$ cat src/rtl/wb_arb_pkg.sv
// Shared types and source indices for the execution-unit writeback arbiter.
package wb_arb_pkg;

  localparam int XLEN_DEFAULT = 32;
  localparam int NSRC_DEFAULT = 4;

  localparam int SRC_ALU = 0;
  localparam int SRC_MUL = 1;
  localparam int SRC_DIV = 2;
  localparam int SRC_LSU = 3;

  typedef struct packed {
    logic [XLEN_DEFAULT-1:0] data;
    logic [4:0]              rd_addr;
    logic [XLEN_DEFAULT-1:0] tag;
  } wb_req_t;

endpackage

$ cat src/rtl/wb_src_fifo.sv
// Per-source writeback FIFO: DEPTH entries of wb_req_t, head visible while non-empty.
module wb_src_fifo
  import wb_arb_pkg::*;
#(
  parameter int DEPTH = 2
) (
  input  logic    clk,
  input  logic    rst,
  input  logic    push_i,
  input  logic    pop_i,
  input  wb_req_t din_i,
  output logic    full_o,
  output logic    empty_o,
  output wb_req_t head_o
);

  localparam int AW = (DEPTH > 1) ? $clog2(DEPTH) : 1;
  localparam int CW = AW + 1;

  wb_req_t         mem_q [DEPTH];
  logic [AW-1:0]   wr_q, rd_q;
  logic [CW-1:0]   count_q, count_d;

  always_comb begin
    count_d = count_q;
    case ({push_i, pop_i})
      2'b10:   count_d = count_q + CW'(1);
      2'b01:   count_d = count_q - CW'(1);
      default: count_d = count_q;
    endcase
  end

  // Pointers wrap naturally because DEPTH is a power of two.
  always_ff @(posedge clk) begin
    if (rst) begin
      wr_q    <= '0;
      rd_q    <= '0;
      count_q <= '0;
    end else begin
      if (push_i) wr_q <= wr_q + AW'(1);
      if (pop_i)  rd_q <= rd_q + AW'(1);
      count_q <= count_d;
    end
  end

  always_ff @(posedge clk) begin
    if (push_i) mem_q[wr_q] <= din_i;
  end

  assign full_o  = (count_q == CW'(DEPTH));
  assign empty_o = (count_q == '0);
  assign head_o  = mem_q[rd_q];

endmodule

$ cat src/rtl/exu_wb_arb.sv
// Round-robin writeback arbiter from the execution units to the regfile write port.
// Define WB_ARB_BYPASS_EN to let an empty source compete directly from its inputs.
module exu_wb_arb
  import wb_arb_pkg::*;
#(
  parameter int XLEN  = XLEN_DEFAULT,
  parameter int NSRC  = NSRC_DEFAULT,
  parameter int DEPTH = 2
) (
  input  logic                 clk,
  input  logic                 rst,
  input  logic [NSRC-1:0]      src_valid,
  input  logic [NSRC*XLEN-1:0] src_data,
  input  logic [NSRC*5-1:0]    src_rd_addr,
  input  logic [NSRC*XLEN-1:0] src_tag,
  output logic [NSRC-1:0]      src_ready,
  output logic [XLEN-1:0]      wb_data,
  output logic [4:0]           wb_rd_addr,
  output logic                 wb_rd_wr_en,
  output logic [XLEN-1:0]      wb_instr_tag,
  output logic                 wb_busy,
  output logic                 wb_overflow
);

  localparam int PW = (NSRC > 1) ? $clog2(NSRC) : 1;

  wb_req_t          in_req [NSRC];
  wb_req_t          head   [NSRC];
  wb_req_t          win;
  wb_req_t          out_q;
  logic [NSRC-1:0]  full, empty, accept, store, byp, cand, push, pop, grant_oh;
  logic             grant_vld;
  logic [PW-1:0]    grant_idx, rr_q, rr_d;
  logic             wen_q, ovf_q;

  function automatic int wrap_idx(int a);
    return a % NSRC;
  endfunction

  for (genvar i = 0; i < NSRC; i++) begin : g_src
    assign in_req[i]    = '{data:    src_data[i*XLEN +: XLEN],
                            rd_addr: src_rd_addr[i*5 +: 5],
                            tag:     src_tag[i*XLEN +: XLEN]};
    assign src_ready[i] = !rst && !full[i];
    assign accept[i]    = src_valid[i] && src_ready[i];
    // rd_addr==0 completes the handshake but is never written.
    assign store[i]     = accept[i] && (in_req[i].rd_addr != 5'd0);
`ifdef WB_ARB_BYPASS_EN
    assign byp[i]       = empty[i] && store[i];
`else
    assign byp[i]       = 1'b0;
`endif
    assign cand[i]      = !empty[i] || byp[i];
    assign pop[i]       = grant_oh[i] && !empty[i];
    assign push[i]      = store[i] && !(grant_oh[i] && empty[i]);

    wb_src_fifo #(.DEPTH(DEPTH)) u_fifo (
      .clk    (clk),
      .rst    (rst),
      .push_i (push[i]),
      .pop_i  (pop[i]),
      .din_i  (in_req[i]),
      .full_o (full[i]),
      .empty_o(empty[i]),
      .head_o (head[i])
    );
  end

  // First candidate at or after rr_q, wrapping.
  always_comb begin
    grant_vld = 1'b0;
    grant_idx = '0;
    grant_oh  = '0;
    for (int k = 0; k < NSRC; k++) begin
      if (!grant_vld && cand[wrap_idx(int'(rr_q) + k)]) begin
        grant_vld                            = 1'b1;
        grant_idx                            = PW'(wrap_idx(int'(rr_q) + k));
        grant_oh[wrap_idx(int'(rr_q) + k)]   = 1'b1;
      end
    end
  end

`ifdef WB_ARB_BYPASS_EN
  assign win = empty[grant_idx] ? in_req[grant_idx] : head[grant_idx];
`else
  assign win = head[grant_idx];
`endif

  assign rr_d = grant_vld ? PW'(wrap_idx(int'(grant_idx) + 1)) : rr_q;

  always_ff @(posedge clk) begin
    if (rst) begin
      rr_q  <= '0;
      wen_q <= 1'b0;
      out_q <= '0;
      ovf_q <= 1'b0;
    end else begin
      rr_q  <= rr_d;
      wen_q <= grant_vld;
      if (grant_vld) out_q <= win;
      if (|(src_valid & ~src_ready)) ovf_q <= 1'b1;
    end
  end

  assign wb_data      = out_q.data;
  assign wb_rd_addr   = out_q.rd_addr;
  assign wb_instr_tag = out_q.tag;
  assign wb_rd_wr_en  = wen_q;
  assign wb_overflow  = ovf_q;
  assign wb_busy      = (|(~empty)) || wen_q;

endmodule
$ cat config.mk
export PLATFORM = sky130hd
export DESIGN_NAME = exu_wb_arb
export DESIGN_NICKNAME = d
export VERILOG_FILES = /design/src/rtl/wb_arb_pkg.sv /design/src/rtl/wb_src_fifo.sv /design/src/rtl/exu_wb_arb.sv
export SDC_FILE = /design/constraint.sdc
export NUM_CORES = 1
export LEC_CHECK = 0
export ABC_AREA = 1
export ABC_CLOCK_PERIOD_IN_PS = 9000
export BUFFER_PORTS_ARGS = -buffer_cell sky130_fd_sc_hd__buf_2
export CAP_MARGIN = 40
export CORE_AREA = 2 2 390 276
export DETAILED_ROUTE_END_ITERATION = 6
export DIE_AREA = 0 0 392 278
export PLACE_DENSITY = 0.41
export SLEW_MARGIN = 20
export SYNTH_ARGS = -nofsm -noshare
export SYNTH_HDL_FRONTEND = slang
export SYNTH_SLANG_ARGS = --single-unit
$ cat constraint.sdc
create_clock -name clk -period 9 [get_ports clk]
set_clock_uncertainty 0.2 [all_clocks]
set_input_delay 0 -clock clk [delete_from_list [all_inputs] [get_ports clk]]
set_output_delay 0 -clock clk [all_outputs]
set_load 0.03 [all_outputs]
; ---- Yosys cells after proc, flatten, opt, wreduce, memory -nomap -nowiden
; Memory sizes are Yosys's and may differ from the RTL's. A register that Yosys moved wholly into a read port is not among the register bits.
; Index checks and enable logic that the tools add are counted.
[word_totals]
n_memories = 4
latch_bits = 0
ram_bits = 552
wordCells = 192
mem_bits_ro = 0
inputBits = 282
register_bits = 89
[classes]
n_bitwise = 10
order_cmp = 9
n_mux = 54
n_reduce_logical = 65
n_addsub = 20
multipliers = 0
eq_ne = 12
div_mod_pow = 0
shift = 0
[mem_list]
columns = memory, words, word_bits, read_ports, rd_ports_with_merged_regs, wr, line_no
row1 = g_src[0].u_fifo.mem_q, 2, 69, 1, 1, 1, wb_src_fifo.sv:20  ; wb_req_t mem_q [DEPTH];
row2 = g_src[1].u_fifo.mem_q, 2, 69, 1, 1, 1, wb_src_fifo.sv:20
row3 = g_src[2].u_fifo.mem_q, 2, 69, 1, 1, 1, wb_src_fifo.sv:20
row4 = g_src[3].u_fifo.mem_q, 2, 69, 1, 1, 1, wb_src_fifo.sv:20
[op_table]
columns = cell, n
row1 = $bmux W69 S2, 1
row2 = $mux W69, 2
row3 = $logic_and A1 B1 Y1, 31
row4 = $mux W1, 31
row5 = $reduce_bool A5 Y1, 4
row6 = $eq A2 B2 Y1 const B, 8
row7 = $logic_not A1 Y1, 16
row8 = $mux W4, 4
row9 = $pmux W2 S2, 4
row10 = $add A2 B1 Y2 const B, 6
row11 = $lt A3 B4 Y1 const B, 3
row12 = $or A4 B4 Y4, 3
row13 = $ge A3 B1 Y1 const B, 3
row14 = $add A1 B1 Y1 const B, 8
row15 = $bmux W1 S2, 4
row16 = $demux W1 S2, 4
row17 = $eq A2 B1 Y1 const B, 4
row18 = $logic_not A2 Y1, 4
row19 = $mux W2, 4
row20 = $not A4 Y4, 2
row21 = $reduce_bool A2 Y1, 4
row22 = $reduce_or A4 Y1, 2
row23 = $sub A2 B1 Y2 const B, 4
row24 = $reduce_or A2 Y1, 3
row25 = other kinds (8), 11

; ---- Logic depth before layout (Yosys ltp)
; Gate-level depths: netlist of run 1.
[logic_depth]
ltp_word = 19
mapped_depth = 18
ltp_nobuf = 17

; ---- Modules after synthesis
; Synthesis of run 1 repeated with hierarchy kept, for this count alone.
[hier_totals]
hier_cells = 2312
area_unflattened_um2 = 27884.2
[by_module_without_submodules]
columns = module, n_inst, cells_each, seq_area_each_um2, area_each_um2
row1 = wb_src_fifo, 4, 248, 4244.1, 5246.3
row2 = exu_wb_arb, 1, 1320, 1461.4, 6899.1

; ---- Worst setup path after synthesis of run 1
; OpenSTA, ideal clock, no wires.
[synth_path]
path_kind = reg2reg
startpoint = register rr_q[1]
endpoint = memory g_src[2].u_fifo.mem_q[0][0] (netlist bit), enable pin
setup_time_ns = 0.496
stages_incl_launch_ff = 15
required_ns = 8.304
arrival_ns = 4.692
path_buffers = 1
path_slack_ns = 3.612
period_less_slack_ns = 5.388
cell_sequence = dfxtp_1 -> buf_2 -> inv_1 -> ha_1 -> inv_1 -> nand3_1 -> nand2_2 -> nor2_4 -> nand2_1 -> nor2_1 -> nand2_1 -> nand2_1 -> nand2_1 -> nand2_1 -> nor2_1
[synth_between]
elab_chain_len = 18
word_cells_on_any_way = 61
cone_classes = add/sub (3) / order compare (8) / mux (28) / bitwise (6) / reduce/logical (16)
[synth_rtl]
columns = element, line_no
row1 = start: declaration, exu_wb_arb.sv:33  ; logic [PW-1:0] grant_idx, rr_q, rr_d;
row2 = start signal: assignment, exu_wb_arb.sv:98  ; rr_q <= rr_d;
row3 = $add A2 B1 Y2, "exu_wb_arb.sv:75, exu_wb_arb.sv:78"
row4 = $reduce_or A2 Y1 (no source line), -
row5 = $and A1 B1 Y1 (no source line), -
row6 = $lt A3 B4 Y1 (not written as such) or $ge A3 B1 Y1 (tied branches), exu_wb_arb.sv:78  ; grant_oh[wrap_idx(int'(rr_q) + k)] = 1'b1;
row7 = $logic_and A1 B1 Y1 (not written as such), exu_wb_arb.sv:78
row8 = $mux W1 (not written as such), exu_wb_arb.sv:78
row9 = $demux W1 S2, exu_wb_arb.sv:78
row10 = $or A4 B4 Y4 (no source line), -
row11 = [2 not listed], -
row12 = $mux W4, exu_wb_arb.sv:75  ; if (!grant_vld && cand[wrap_idx(int'(rr_q) + k)]) begin
row13 = $or A4 B4 Y4 (no source line), -
row14 = $mux W4 (*), exu_wb_arb.sv:75
row15 = $logic_and A1 B1 Y1 (*), exu_wb_arb.sv:55  ; assign push[i] = store[i] && !(grant_oh[i] && empty[i]);
row16 = $logic_not A1 Y1 (*), exu_wb_arb.sv:55
row17 = $logic_and A1 B1 Y1 (*), exu_wb_arb.sv:55
row18 = $mux W1 (*), wb_src_fifo.sv:47  ; if (push_i) mem_q[wr_q] <= din_i;
row19 = $mux W1 (not written as such) (*), wb_src_fifo.sv:47
row20 = end: declaration, wb_src_fifo.sv:20
; Every way passes the cells marked *; elsewhere a longest branch is shown, timed or not. The select of a mux whose other input is x is not followed.

; ---- Worst setup path after layout of run 1
[layout_path]
startpoint = register rr_q[1]
endpoint = register out_q, in the netlist wb_instr_tag[2]
[layout_between]
elab_chain_len = 16
word_cells_on_any_way = 32
cone_classes = add/sub (3) / mux (22) / bitwise (1) / reduce/logical (6)
[layout_rtl]
columns = element, line_no
row1 = $add A2 B1 Y2 or $bmux W1 S2 (tied branches), "exu_wb_arb.sv:75, exu_wb_arb.sv:77"
row2 = $bmux W1 S2 or $mux W1 (tied branches), exu_wb_arb.sv:75
row3 = $mux W1 (not written as such), exu_wb_arb.sv:75
row4 = $mux W1 (not written as such) or $logic_not A1 Y1 (tied branches), exu_wb_arb.sv:75
row5 = $logic_and A1 B1 Y1, exu_wb_arb.sv:75
row6 = $mux W1, exu_wb_arb.sv:75
row7 = $logic_not A1 Y1, exu_wb_arb.sv:75
row8 = $logic_and A1 B1 Y1, exu_wb_arb.sv:75
row9 = $mux W1, exu_wb_arb.sv:75
row10 = $logic_not A1 Y1, exu_wb_arb.sv:75
row11 = $logic_and A1 B1 Y1, exu_wb_arb.sv:75
row12 = $mux W2, exu_wb_arb.sv:75
row13 = $not A2 Y3 (not written as such), exu_wb_arb.sv:86  ; assign win = head[grant_idx];
row14 = $bmux W69 S2, exu_wb_arb.sv:86
row15 = $mux W69 (not written as such) (2 in a row), exu_wb_arb.sv:86
row16 = end signal: assignment, exu_wb_arb.sv:100  ; if (grant_vld) out_q <= win;
row17 = end: declaration, exu_wb_arb.sv:30  ; wb_req_t out_q;
; Parallel ways exist; a longest one is shown, timed or not. The select of a mux whose other input is x is not followed.
; A chain may end at the register's enable or synchronous reset.

==> metrics, run 1 <==
run status complete, no violations; crit path setup slack, layout 4.295 ns; routed wire length 85110 microns; register clock-pin slew on the reported worst setup and hold paths 0.06 ns; die outline width 392 microns; total grt overflow 0; ordered list of cells on the worst path inv_1 -> ha_1 -> inv_1 -> nand3_1 -> nand2_2 -> nor2_4 -> nand3_4 -> buf_4 -> buf_4 -> buf_12 -> buf_4 -> nand3_1 -> nand3_1 -> nand3_1 -> nand2_1 -> inv_1; Avg Inst Size Synth 12.93 sq um; gpl congestion 0.7596; DRC violation count after routing 0; Cell Area, Placed 0.02976 sq mm; share of the synthesized area in the top cell type 63.39%; setup fix buffers added after clock tree synthesis 0; critical-path maximum fanout 77; slew at the pin closest to its max-slew limit 0.8407 ns; Core Rows 100; Startpoint Class register; warning count from the yosys run 0; starting density of the core 24.82%; die height 278 microns; category of the critical setup timing path reg2reg; post-route fraction of the period consumed by the critical path 52.28%; cell area after synthesis 0.02615 sq mm; placed wire-length estimate 55470 microns; worst slack at placement 4.242 ns; cell with the most instances on the worst path nand3_1; fraction of layout instances using a drive strength above 1 17.30%; data arrival time at the worst-slack endpoint 5.03 ns; Sequential cell area 0.01845 sq mm; clock root buffer clkbuf_16; buffer and inverter count on the worst path 7; leading cell types by total area after synthesis edfxtp_1 (63%), mux2i_1 (11%), dfxtp_1 (7.1%); Min-Delay Path Class in2reg; most frequently used cell type in the post-synthesis netlist edfxtp_1; fmax 212.5 MHz; P_int 7.503 mW; RSZ-0062 raised after global routing false; Post-synth ARST share 0%; total via count in the routed design 18960; area growth from synthesis to layout 43.79%; instance count after placement with tap cells included 3725; H-tree levels 3; relative contribution of sequential cells to total power 31.1%; post-synthesis cell type with the largest combined area edfxtp_1; VDD IR-drop max 0.0006450 V; CTS sink count 645; Maximum Capacitance Violations 0; number of buffers inserted by port buffering 357; synthesized netlist cell count 2022; Final Slew Violations 0; net switching power of the design 5.803 mW; Final Power 13.31 mW; final cell count without fillers 4423; number of DRC markers after the initial detailed-route iteration 1070; Routed wire per std cell 19.24 microns; final critical delay including setup and external delays 4.705 ns; pin count of the biggest net entering global routing 95; area of all placed cells without fillers 0.03760 sq mm; TritonCTS clock tree built; Pleak 14.20 nW; antenna violations before repair 19; capturing element type of the critical path register; global-route wire length before repair 124600 microns; Crit path largest cell delay 0.68 ns; total area of multi-input combinational cells 0.006872 sq mm; total global routing track utilization 15.45%; Crit-path slowest cell buf_4; number of global-route vias before repair 19740; Final Core Density 35.69%; endpoints failing hold 0; Synth Net Count 2316; synthesized flop and latch total 645; sequential share of the synthesized area 70.51%; part of the total power dissipated in the clock network 21.2%; Crit path max-delay family buffers and inverters; total of fill cells in the finished design 10550; Final TNS setup 0 ns; latest clock arrival within the worst-skew pair 0.63 ns; fraction of power consumed by combinational cells 47.7%; most common flop cell mapped by yosys edfxtp_1; worst-case clock buffer depth 3; leading post-synthesis cells by instance count edfxtp_1 (552), nand3_1 (359), mux2i_1 (276); Final ANT Viol Nets 0; Critical Path RT 9.32 ns; area of the die 0.1090 sq mm; power density cells 353.9 mW/mm^2; core footprint 0.1054 sq mm; synth unique cells 31; switching part of the total 43.61%; final hold slack 0.05234 ns; number of CTS-inserted buffers 73; drt pass-1 iters 5; number of flops mapped to enable cells by yosys 552; post-layout net count 3224; count of pins on the block boundary 358; relative slew slack 43.95%; post-DR vias/cell 4.287; final number of setup-violating endpoints 0
-- final cells by class --
| class | instances | share of cell area [%] |
|---|---|---|
| flip-flops and latches | 645 | 49.08 |
| multi-input cells | 1164 | 18.28 |
| clock buffers | 114 | 5.541 |
| diodes | 6 | 0.03993 |
| inverters | 96 | 0.9917 |
| well taps | 1428 | 4.752 |
| clock inverters | 20 | 0.3561 |
| repair buffers | 950 | 20.97 |
-- state kept, by name (all words and copies together), names as in the netlist, named ones only --
name                  cells
wb_rd_wr_en               1
wb_rd_addr                5
wb_instr_tag             32
g_src.u_fifo.rd_q         4
wb_overflow               1
g_src.u_fifo.mem_q      552
g_src.u_fifo.count_q      8
g_src.u_fifo.wr_q         4
rr_q                      2
wb_data                  32
-- path summary, 6_finish.rpt --
check	cells after the start	end	slack, ns	startpoint
worst max-delay path	16	wb_instr_tag[2]	4.29	rr_q[1]
worst min-delay path	2	g_src[2].u_fifo.mem_q[0][40]	0.05	src_data[67]
worst max register to register	16	wb_instr_tag[2]	4.29	rr_q[1]
worst min register to register	2	register	0.30	g_src[0].u_fifo.rd_q
-- per-layer routing --
| metal | vias up | routed length [microns] | track usage [%] |
|---|---|---|---|
| li1 | 9083 | - | - |
| met1 | 9286 | 39600 | 20.70 |
| met2 | 440 | 39250 | 25.21 |
| met3 | 131 | 4346 | 3.400 |
| met4 | 20 | 1795 | 4.004 |
| met5 | - | 116 | 0 |
-- repair_timing --
action | CTS | global route
endpoints found under the hold margin | 701 | 0
hold buffers | 557 | 0
resized for setup | 0 | 0
-- cell families (layout without fill, tap and decap cells) --
group                    after synthesis  count (layout)  synth area share (%)
multiplexers                         276             276                 10.57
buffers and inverters                213            1180                 3.455
adder cells (fa/ha/maj)               12              12                0.5742
other                                  0               6                     0
AND/OR/NAND/NOR                      834             834                 13.98
flip-flops                           645             645                 70.51
XOR/XNOR                               1               1               0.03350
AO/OA/AOI/OAI                         41              41                0.8757
-- placed cells by master (no fill, tap or decap), types with 5 or more instances in the layout --
master         instances
diode_2                6
nor2_1               171
buf_2                356
inv_1                 90
o21ai_0                9
edfxtp_1             552
ha_1                  12
nand3_1              359
dlygate4sd3_1        557
clkbuf_1              33
buf_16                 8
nor3_1                 9
nand2_1              273
dfxtp_1               89
buf_4                 22
clkinv_2               8
mux2i_1              276
a21oi_1               27
clkinv_1               6
buf_12                 7
clkbuf_8               6
clkbuf_16             75
inv_4                  5
nor2_4                 5
-- power by group through the flow --
stage,logic [mW],registers (mW),clock network (mW)
CTS,6.48,4.15,2.92
global placement,6.03,4.22,0
finish,6.35,4.14,2.82
global route,7.12,4.20,3.04
detailed placement,6.27,4.21,0
floorplan,4.06,4.34,0
(Power assumes the default switching activity.)
==> run 2: changes to the inputs <==
- ABC_CLOCK_PERIOD_IN_PS: 9000 -> 3800
- PLACE_DENSITY: 0.41 -> 0.42
- clock period: 9 -> 3.8 ns (I/O delays scaled with it)
==> run 2 against run 1 <==
Via count increased by 0.46%. Clock power increased by 150%. Flip-flop and latch count unchanged. Design area increased by 0.80%. Sequential share of layout area decreased by 0.39 points. Wire length increased by 1.6%. Worst setup slack got worse by 4.0 ns. Non-clock buffer count increased by 9. Critical path type is now reg2out. Register-to-register slack got worse by 3.9 ns. Power increased by 140%.
==> metrics, run 2 (same netlist as run 1, synthesis figures left out) <==
run status complete, no violations; post-route fraction of the period consumed by the critical path 92.84%; number of DRC markers after the initial detailed-route iteration 1081 (+1.0%); total global routing track utilization 15.67% (+0.22 points); total via count in the routed design 19050 (+0.46%); VDD IR-drop max 0.001192 V (+85%); Crit-path slowest cell dfxtp_1; gpl congestion 0.8047 (+5.9%); setup fix buffers added after clock tree synthesis 0 (unchanged); data arrival time at the worst-slack endpoint 3.33 ns (-1.70 ns); buffer and inverter count on the worst path 4 (-3); number of global-route vias before repair 19640 (-0.54%); register clock-pin slew on the reported worst setup and hold paths 0.06 ns (about the same); path depth of the worst reg2reg path 14 (-2); number of CTS-inserted buffers 73 (unchanged); latest clock arrival within the worst-skew pair 0.64 ns (about the same); antenna violations before repair 16 (-3); DRC violation count after routing 0 (unchanged); fraction of layout instances using a drive strength above 1 17.91% (+0.61 points); H-tree levels 3 (unchanged); Cell Area, Placed 0.02990 sq mm (+0.46%); critical-path maximum fanout 91 (+18%); final number of setup-violating endpoints 0 (unchanged); Critical Path RT 3.60 ns (-5.72 ns); Routed wire per std cell 19.50 microns (+1.3%); number of buffers inserted by port buffering 357 (unchanged); clock root buffer clkbuf_16; area of all placed cells without fillers 0.03790 sq mm (+0.80%); RSZ-0062 raised after global routing false; global-route wire length before repair 125700 microns (+0.82%); final cell count without fillers 4436 (+0.29%); flip-flop count of the largest register, all copies and words added 552 (unchanged); cell depth of the worst min-delay path 2 (unchanged); area growth from synthesis to layout 44.95%; capturing element type of the critical path output pin; Min-Delay Path Class in2reg; category of the critical setup timing path reg2out; die outline width 392 microns (unchanged); total grt overflow 0 (unchanged); Pleak 14.33 nW (+0.97%); post-layout net count 3233 (+0.28%); Maximum Capacitance Violations 0 (unchanged); ordered list of cells on the worst path inv_2 -> ha_1 -> inv_1 -> nand3_1 -> nand2_2 -> nor2_4 -> nand3_4 -> buf_12 -> or2_2 -> buf_2; Crit path max-delay family simple AND/OR/NAND/NOR gates; drt pass-1 iters 5 (unchanged); core footprint 0.1054 sq mm (unchanged); Final Slew Violations 0 (unchanged); worst-case clock buffer depth 3 (unchanged); pin count of the biggest net entering global routing 116 (+22%); count of pins on the block boundary 358 (unchanged); power density cells 856.2 mW/mm^2 (+140%); final critical delay including setup and external delays 3.528 ns; Crit path largest cell delay 0.55 ns (-0.13 ns); area of the die 0.1090 sq mm (unchanged); routed wire length 86490 microns (+1.6%); fmax 283.5 MHz; instance count after placement with tap cells included 3732 (+0.19%); total of fill cells in the finished design 10400 (-1.4%); starting density of the core 24.82% (unchanged); placed wire-length estimate 53480 microns (-3.6%); TritonCTS clock tree built; Final ANT Viol Nets 0 (unchanged); slew at the pin closest to its max-slew limit 0.7827 ns (-0.05806 ns); endpoints failing hold 0 (unchanged); post-DR vias/cell 4.294 (+0.16%); relative slew slack 47.82% (+3.9 points); Final Core Density 35.98% (+0.29 points); Core Rows 100 (unchanged); Startpoint Class register; commonest non-fill, non-tap cell in the layout dlygate4sd3_1; CTS sink count 645 (unchanged); register with the most flip-flops g_src.u_fifo.mem_q; die height 278 microns (unchanged); number of stages on the worst setup path 10 (-6); Final TNS setup 0 ns (unchanged); most used cells in the layout excluding fill and tap cells dlygate4sd3_1 (560), edfxtp_1 (552), nand3_1 (359)
==> run 2: changes by cell type in the layout (fill, tap and decap cells not counted), sizes merged <==
| cell | before | now |
|---|---|---|
| clkinvlp | 2 | 4 |
| dlygate4sd3 | 557 | 560 |
| clkbuf | 114 | 107 |
| buf | 393 | 399 |
| clkinv | 14 | 18 |
| bufinv | 1 | 3 |
| diode | 6 | 9 |
==> run 2: worst paths after layout <==
check                        from                           end  slack [ns]
min reg2reg  g_src[3].u_fifo.rd_q          g_src[3].u_fifo.rd_q        0.30
min               src_rd_addr[10]  g_src[2].u_fifo.mem_q[0][32]        0.09
max reg2reg               rr_q[0]  g_src[0].u_fifo.mem_q[0][67]        0.43
max                       rr_q[0]                       wb_busy        0.27
==> run 2: area by class of cell <==
| type | instances | area [sq um] | share of cell area (%) |
|---|---|---|---|
| Antenna cell | 9 | 22.52 | 0.05942 |
| Clock buffer | 107 | 2130 | 5.619 |
| Clock inverter | 28 | 240.2 | 0.6339 |
| Inverter | 96 | 372.9 | 0.9838 |
| Multi-Input combinational cell | 1164 | 6872 | 18.13 |
| Sequential cell | 645 | 18450 | 48.69 |
| Tap cell | 1428 | 1787 | 4.714 |
| Timing Repair Buffer | 959 | 8023 | 21.17 |
==> run 2: power by group <==
group	switching [mW]	internal, mW
Clock	2.93	4.11
Sequential	0.640	9.14
Combinational	10.6	5.01
Total	14.2	18.3
==> run 2: what timing repair did <==
| item | 4_1_cts | 5_1_grt |
|---|---|---|
| hold endpoints to repair | 706 | 0 |
| gates resized for setup | 0 | 1 |
| hold buffers | 560 | 0 |
| endpoints found under the setup margin | 0 | 1 |
==> run 2: routing by layer <==
metal	part of all wire [%]	vias to the layer above	GRT usage, %
met5	0.15	-	0
met4	2.3	20	4.073
met3	5.6	128	3.853
met2	46	467	25.07
met1	46	9343	21.14
li1	-	9089	-
==> run 2: per-stage QoR <==
step,setup WS [ns],power [mW],hold WS (ns)
final,0.2721,32.45,0.08813
after global routing,0.08522,34.90,0.006980
after CTS,0.07902,33.13,0.002054
after detailed placement,0.3016,25.46,-0.009344
after global placement,0.2860,25.33,-0.01303
after floorplan,0.003600,19.88,-0.1011
